`src/rtl/core_pkg.sv`:
```
// Shared register-bank constants: widths, select width and the register index names
// used by both the write port and the read mux.
package core_pkg;

  localparam int DATA_W    = 16;
  localparam int NREG      = 16;
  localparam int REG_SEL_W = 4;

  localparam logic [REG_SEL_W-1:0] R0  = 4'd0;
  localparam logic [REG_SEL_W-1:0] R1  = 4'd1;
  localparam logic [REG_SEL_W-1:0] R2  = 4'd2;
  localparam logic [REG_SEL_W-1:0] R3  = 4'd3;
  localparam logic [REG_SEL_W-1:0] R4  = 4'd4;
  localparam logic [REG_SEL_W-1:0] R5  = 4'd5;
  localparam logic [REG_SEL_W-1:0] R6  = 4'd6;
  localparam logic [REG_SEL_W-1:0] R7  = 4'd7;
  localparam logic [REG_SEL_W-1:0] R8  = 4'd8;
  localparam logic [REG_SEL_W-1:0] R9  = 4'd9;
  localparam logic [REG_SEL_W-1:0] R10 = 4'd10;
  localparam logic [REG_SEL_W-1:0] R11 = 4'd11;
  localparam logic [REG_SEL_W-1:0] R12 = 4'd12;
  localparam logic [REG_SEL_W-1:0] R13 = 4'd13;
  localparam logic [REG_SEL_W-1:0] R14 = 4'd14;
  localparam logic [REG_SEL_W-1:0] R15 = 4'd15;

  // True when a write targets the hard-wired zero register (only meaningful if enabled).
  function automatic logic is_zero_sel(input logic zero_en, input logic [REG_SEL_W-1:0] sel);
    return zero_en && (sel == R0);
  endfunction

endpackage

```
`src/rtl/reg_write_port_if.sv`:
```
// Write-back request channel: select + data over a valid/ready handshake.
interface reg_write_port_if #(
  parameter int DATA_W = core_pkg::DATA_W,
  parameter int SEL_W  = core_pkg::REG_SEL_W
);

  logic              wr_valid;
  logic              wr_ready;
  logic [SEL_W-1:0]  wr_sel;
  logic [DATA_W-1:0] wr_data;

  modport master (output wr_valid, output wr_sel, output wr_data, input wr_ready);
  modport slave  (input wr_valid, input wr_sel, input wr_data, output wr_ready);

endinterface

```
`src/rtl/reg_sel_decoder.sv`:
```
// Combinational select-to-one-hot decoder; all outputs low when i_en is low.
module reg_sel_decoder #(
  parameter int NREG  = 16,
  parameter int SEL_W = 4
) (
  input  logic [SEL_W-1:0] i_sel,
  input  logic             i_en,
  output logic [NREG-1:0]  o_onehot
);

  always_comb begin
    o_onehot = '0;
    for (int i = 0; i < NREG; i++) begin
      o_onehot[i] = i_en && (i_sel == SEL_W'(i));
    end
  end

endmodule

```
`src/rtl/reg_write_port.sv`:
```
// Write side of the register bank: one-deep pending stage (S1) feeding a bank of
// enabled registers, with the pending write exposed for read-path bypass.
module reg_write_port #(
  parameter int DATA_W      = core_pkg::DATA_W,
  parameter int NREG        = core_pkg::NREG,
  parameter bit ZERO_REG_EN = 1'b0
) (
  input  logic                   clk,
  input  logic                   rst,
  reg_write_port_if.slave        wr,
  input  logic                   hold,
  output logic [NREG*DATA_W-1:0] regs_flat,
  output logic                   pend_valid,
  output logic [3:0]             pend_sel,
  output logic [DATA_W-1:0]      pend_data,
  output logic                   wr_done
);

  import core_pkg::*;

  logic                 r_live;
  logic                 r_pend_vis;
  logic [REG_SEL_W-1:0] r_sel;
  logic [DATA_W-1:0]    r_data;
  logic                 r_done;
  logic                 w_commit;
  logic                 w_accept;
  logic                 w_zero_hit;
  logic [NREG-1:0]      w_en;

  // r_live tracks a real pending write; a zero-register write is live (so it still
  // commits and pulses wr_done) but never shown on pend_valid.
  assign wr.wr_ready = !r_live || !hold;
  assign w_accept    = wr.wr_valid && wr.wr_ready;
  assign w_commit    = r_live && !hold;
  assign w_zero_hit  = is_zero_sel(ZERO_REG_EN, r_sel);

  // S1: pending register
  always_ff @(posedge clk) begin
    if (rst) begin
      r_live     <= 1'b0;
      r_pend_vis <= 1'b0;
      r_sel      <= '0;
      r_data     <= '0;
      r_done     <= 1'b0;
    end else begin
      r_done <= w_commit;
      if (w_accept) begin
        r_live     <= 1'b1;
        r_pend_vis <= !is_zero_sel(ZERO_REG_EN, wr.wr_sel);
        r_sel      <= wr.wr_sel;
        r_data     <= wr.wr_data;
      end else if (w_commit) begin
        r_live     <= 1'b0;
        r_pend_vis <= 1'b0;
      end
    end
  end

  reg_sel_decoder #(
    .NREG  (NREG),
    .SEL_W (REG_SEL_W)
  ) u_dec (
    .i_sel    (r_sel),
    .i_en     (w_commit && !w_zero_hit),
    .o_onehot (w_en)
  );

  // Commit stage: register bank
  for (genvar g = 0; g < NREG; g++) begin : g_reg
    logic [DATA_W-1:0] r_q;
    always_ff @(posedge clk) begin
      if (rst) begin
        r_q <= '0;
      end else if (w_en[g]) begin
        r_q <= r_data;
      end
    end
    assign regs_flat[g*DATA_W +: DATA_W] = r_q;
  end

  assign pend_valid = r_pend_vis;
  assign pend_sel   = r_sel;
  assign pend_data  = r_data;
  assign wr_done    = r_done;

endmodule

```
`src/flat_wrapper.sv`:
```
// flat-port wrapper written by rule: the top's interface ports become plain ports
module reg_write_port_flat import core_pkg::*;
#(
  parameter int DATA_W      = core_pkg::DATA_W,
  parameter int NREG        = core_pkg::NREG,
  parameter bit ZERO_REG_EN = 1'b0
)
  (clk, rst, hold, regs_flat, pend_valid, pend_sel, pend_data, wr_done, wr_wr_valid, wr_wr_sel, wr_wr_data, wr_wr_ready);
  reg_write_port_if #(.DATA_W(DATA_W), .SEL_W(4)) wr_i ();
  input  logic clk;
  input  logic rst;
  input  logic hold;
  output logic [NREG*DATA_W-1:0] regs_flat;
  output logic pend_valid;
  output logic [3:0] pend_sel;
  output logic [DATA_W-1:0] pend_data;
  output logic wr_done;
  input wire logic [$bits(wr_i.wr_valid)-1:0] wr_wr_valid;
  input wire logic [$bits(wr_i.wr_sel)-1:0] wr_wr_sel;
  input wire logic [$bits(wr_i.wr_data)-1:0] wr_wr_data;
  output wire logic [$bits(wr_i.wr_ready)-1:0] wr_wr_ready;
  assign wr_i.wr_valid = wr_wr_valid;
  assign wr_i.wr_sel = wr_wr_sel;
  assign wr_i.wr_data = wr_wr_data;
  assign wr_wr_ready = wr_i.wr_ready;
  reg_write_port #(.DATA_W(DATA_W), .NREG(NREG), .ZERO_REG_EN(ZERO_REG_EN)) u_core (.clk(clk), .rst(rst), .wr(wr_i), .hold(hold), .regs_flat(regs_flat), .pend_valid(pend_valid), .pend_sel(pend_sel), .pend_data(pend_data), .wr_done(wr_done));
endmodule
```
`config.mk`:
```
export PLATFORM = sky130hd
export DESIGN_NAME = reg_write_port_flat
export DESIGN_NICKNAME = d
export VERILOG_FILES = /design/src/rtl/core_pkg.sv /design/src/rtl/reg_write_port_if.sv /design/src/rtl/reg_sel_decoder.sv /design/src/rtl/reg_write_port.sv /design/src/flat_wrapper.sv
export SDC_FILE = /design/constraint.sdc
export NUM_CORES = 1
export LEC_CHECK = 0
export CAP_MARGIN = 30
export CORE_MARGIN = 4
export CORE_UTILIZATION = 40
export CTS_BUF_LIST = sky130_fd_sc_hd__clkbuf_8
export DETAILED_ROUTE_END_ITERATION = 12
export GPL_ROUTABILITY_DRIVEN = 0
export HOLD_SLACK_MARGIN = 0.02
export PLACE_DENSITY_LB_ADDON = 0.05
export REMOVE_ABC_BUFFERS = 1
export SYNTH_ARGS = -nofsm -noshare
export SYNTH_HDL_FRONTEND = slang
export SYNTH_HIERARCHICAL = 1
export SYNTH_SLANG_ARGS = --single-unit
export TNS_END_PERCENT = 10
```
`constraint.sdc`:
```
create_clock -name clk -period 1.7 [get_ports clk]
set_input_delay 0.17 -clock clk [delete_from_list [all_inputs] [get_ports clk]]
set_output_delay 0.17 -clock clk [all_outputs]
set_load 0.05 [all_outputs]
```
==> flow_summary.rst <==
.. list-table::
   :header-rows: 1

   * - Metric
     - Value
   * - Result of the run
     - complete, but fails checks
   * - Violated checks
     - negative setup slack
   * - CTS H-tree lvls
     - 2
   * - Met2 Routed Length
     - 14.5 mm
   * - Final wirelength
     - approximately 32 mm
   * - Simple-gate portion of the synthesized area
     - between 10% and 20%
   * - Initial detailed-routing violation count
     - between 400 and 500
   * - Endpoint of the worst hold path
     - u_core/g_reg[14].r_q[8]$_SDFFE_PP0P_
   * - Via Count
     - approximately 7.7k
   * - Gate count of the mapped netlist
     - between 900 and 1k
   * - Number of buffers inserted during clock tree synthesis
     - 48
   * - Capture point of the worst reg-to-reg path
     - u_core/g_reg[3].r_q[4]$_SDFFE_PP0P_
   * - Most instantiated cells after synthesis
     - 278 x sky130_fd_sc_hd__dfxtp_1, 276 x sky130_fd_sc_hd__mux2i_1, 269 x sky130_fd_sc_hd__nor2_1
   * - Post-route ant nets
     - 0
   * - HPWL after detailed placement
     - ~22 mm
   * - Area delta synth->final
     - 37.1%
   * - Detail-routed via count per cell
     - around 4.6
   * - Worst Setup Start Kind
     - register
   * - Number of optimization iterations in the first detailed-route pass
     - 5
   * - Library cell with the highest instance count after synthesis
     - sky130_fd_sc_hd__dfxtp_1
   * - R2R Path Start
     - u_core/pend_valid$_SDFFE_PP0P_
   * - Data arrival time at the worst-slack endpoint
     - 2.16 ns
   * - Post-synthesis area per instance
     - roughly 11 um2
   * - Synth Area in Compound Gates
     - less than 1%
   * - Class of the most critical hold timing path
     - in2reg
   * - Combined area of the multi-input logic cells
     - about 4200 um2
   * - Latest clock arrival within the worst-skew pair
     - approximately 0.54 ns
   * - CTS tree
     - built
   * - Worst-margin pin slew
     - between 0.5 and 0.6 ns
   * - Async set-or-reset flop fraction in the synthesized netlist
     - 0%
   * - Nets@finish
     - about 1.3k
   * - Launch instance of the worst min-delay path
     - rst
   * - Combinational family with the most area after synthesis
     - multiplexers
   * - Worst hold path stage count
     - 2
   * - Count of flip-flops with a built-in enable after synthesis
     - 0
   * - Post-synthesis share of cell area spent on full adders, half adders and majority gates
     - 0%
   * - Largest fanout on the critical path
     - 8
   * - Cell type with the highest aggregate area in the netlist
     - sky130_fd_sc_hd__dfxtp_1
   * - Remaining DRCs
     - 0
   * - Fin crit share
     - 102%
   * - Boundary Pins
     - slightly above 300
   * - Top layer in use
     - met4
   * - Pin count of the biggest net entering global routing
     - 48
   * - Maximum VDD drop
     - approximately 650 uV
   * - Non-filler instance count after layout
     - ~1.7k
   * - Overall Power
     - around 13 mW
   * - Multiplexer area fraction after synthesis
     - approximately 26%
   * - Total of buffers placed on input and output ports
     - around 300
   * - Die height
     - approximately 170 um
   * - Highest clock rate
     - 576 MHz
   * - Number of global-route vias before repair
     - just under 8k
   * - Number of setup violations in the final report
     - 16
   * - Worst endpoint required time
     - 2.13 ns
   * - Distinct cell type count of the synthesized netlist
     - 20
   * - Routed length per placed instance
     - around 19 um
   * - Static Leakage
     - ~6.3 nW
   * - Max capacitance violation total
     - 0
   * - Total power divided by cell area
     - approximately 900 nW/um2
   * - Post-synthesis register bit count
     - 278
   * - Number of warnings printed during yosys synthesis
     - 6
   * - Worst Skew
     - ~0.011 ns
   * - Number of slew-limit violations in the final report
     - 0
   * - Capturing element type of the critical path
     - register
   * - Clock-pin slew of the registers on the worst-case setup and hold paths
     - 0.06 ns
   * - Total track usage
     - between 20 and 25%
   * - Worst setup slack after layout
     - -0.0353 ns
   * - Remaining global-route overflow
     - 0
   * - Predominant post-synthesis flop cell
     - sky130_fd_sc_hd__dfxtp_1
   * - Xor and xnor area share after synthesis
     - 0%
   * - Setup repair after global routing missed its margin
     - true
   * - Share of the synthesized area in the top cell type
     - between 50% and 60%
   * - Proportion of synthesized chip area in sequential cells
     - 51.8%
   * - Largest cells by area after synthesis
     - sky130_fd_sc_hd__dfxtp_1 52%, sky130_fd_sc_hd__mux2i_1 26%, sky130_fd_sc_hd__nor2_1 9.4%
   * - Initial antenna violation count
     - 0
   * - Flip-flop and latch area
     - between 5000 and 6000 um2
   * - Core Box Area
     - about 26,000 um2
   * - WL met3
     - 2.76 mm
   * - Filler cells
     - 2,370
   * - Deepest clock path buffer count
     - 3
   * - Area of the die
     - just under 30,000 um2
   * - Utilization after layout
     - 56.1%
   * - Floorplan row count
     - a little under 60
   * - Fraction of final layout cells with drive strength greater than 1
     - approximately 22%
   * - Worst-case reg-to-reg path depth
     - 6
   * - N_diodes
     - 0
   * - Count of placed standard cells including taps
     - roughly 1.6k
   * - First-pass GRT wire length
     - around 47 mm
   * - Worst setup path category
     - reg2reg
   * - Final hold viol count
     - 0
   * - Worst slew margin relative to its limit
     - between 60% and 70%
   * - Buffer type at the clock tree root
     - sky130_fd_sc_hd__clkbuf_8
   * - Die boundary width
     - approximately 170 um
   * - TritonCTS Sinks
     - between 200 and 300
   * - Initial core utilization
     - between 40% and 50%
   * - Post-Route M1 WL
     - 14.0 mm
   * - Minimum clock period after layout
     - about 1.7 ns
   * - Setup slack of the most critical reg-to-reg path
     - -0.04 ns
   * - Post-synth design cell area
     - 10,700 um2
per-layer routing:
metal | vias up | track usage (%)
met5 | - | 0
met4 | 0 | 5.02
met3 | 43 | 7.43
met2 | 245 | 33.0
met1 | 3619 | 27.1
li1 | 3838 | -
critical path, cell delays in order, from the launching register on:
cell                        delay [ns]
sky130_fd_sc_hd__dfxtp_2          0.32
sky130_fd_sc_hd__and2b_2          0.20
sky130_fd_sc_hd__or3b_4           0.45
sky130_fd_sc_hd__nor2_4           0.20
sky130_fd_sc_hd__clkbuf_16        0.20
sky130_fd_sc_hd__mux2i_1          0.20
sky130_fd_sc_hd__nor2_1           0.05
where the power goes:
group | internal (mW) | total [mW] | switching (mW) | leakage [nW]
clock network | 3.28 | 5.89 | 2.60 | 0.561
registers | 6.56 | 6.61 | 0.0438 | 2.24
logic | 0.387 | 1.00 | 0.615 | 3.50
total | 10.2 | 13.5 | 3.26 | 6.30
worst max-delay path by stage:
stage | depth (start not counted) | startpoint | slack [ns] | to
finish | 6 | u_core/pend_valid$_SDFFE_PP0P_ | -0.04 | u_core/g_reg[3].r_q[4]$_SDFFE_PP0P_
global route | 6 | u_core/pend_valid$_SDFFE_PP0P_ | -0.13 | u_core/g_reg[0].r_q[8]$_SDFFE_PP0P_
CTS | 6 | u_core/pend_valid$_SDFFE_PP0P_ | -0.05 | u_core/g_reg[0].r_q[13]$_SDFFE_PP0P_
detailed placement | 7 | hold | -0.41 | u_core/g_reg[0].r_q[14]$_SDFFE_PP0P_
global placement | 7 | hold | -0.39 | u_core/g_reg[0].r_q[0]$_SDFFE_PP0P_
floorplan | 5 | u_core/pend_valid$_SDFFE_PP0P_ | -1.46 | u_core/g_reg[4].r_q[0]$_SDFFE_PP0P_
logic make-up (layout without fill, tap and decap cells):
logic type / Yosys count / count (layout)
AND/OR/NAND/NOR: 323 / 323
multiplexers: 276 / 276
flip-flops: 278 / 278
buffers and inverters: 99 / 455
AO/OA/AOI/OAI: 2 / 2
metrics by stage:
step	hold slack, ns	area [um2]	setup slack [ns]	TNS (ns)
final	0.0401	14700	-0.0353	-0.214
after floorplan	0.242	9700	-1.46	-255.72
after detailed placement	0.480	13900	-0.409	-62.79
after CTS	0.0280	14700	-0.0476	-0.551
after global routing	0.0540	14700	-0.128	-5.56
after global placement	0.471	13900	-0.390	-59.81
layout make-up:
type | count | share of cell area [%]
sequential | 278 | 37.8
multi-input combinational | 601 | 28.7
clock inverter | 21 | 0.560
tap | 335 | 2.84
clock buffer | 63 | 5.88
timing repair buffer | 371 | 24.3
flip-flops by register name, indices dropped and copies added, names as in the netlist:
signal,count
u_core/pend_sel,4
u_core/g.r_q,256
u_core/pend_data,16
u_core/pend_valid,1
u_core/wr_done,1
placed cells by master, fill, tap and decap left out, drive strengths merged, types with 2 or more instances in the layout:
master         instances
nand2b                42
clkdlybuf4s50         22
dlygate4sd2          149
dfxtp                278
mux2i                276
clkinv                 3
clkbuf                65
buf                  198
inv                   18
nand3b                 2
nor2                 269
nor3                   4
nand2                  2
what timing repair did:
action | CTS | global route
setup buffers | 0 | 1
hold buffers | 0 | 0
pin swaps | 0 | 2
resized for setup | 150 | 9
gates cloned | 0 | 1
setup endpoints to repair | 195 | 74
(Power assumes the default switching activity.)
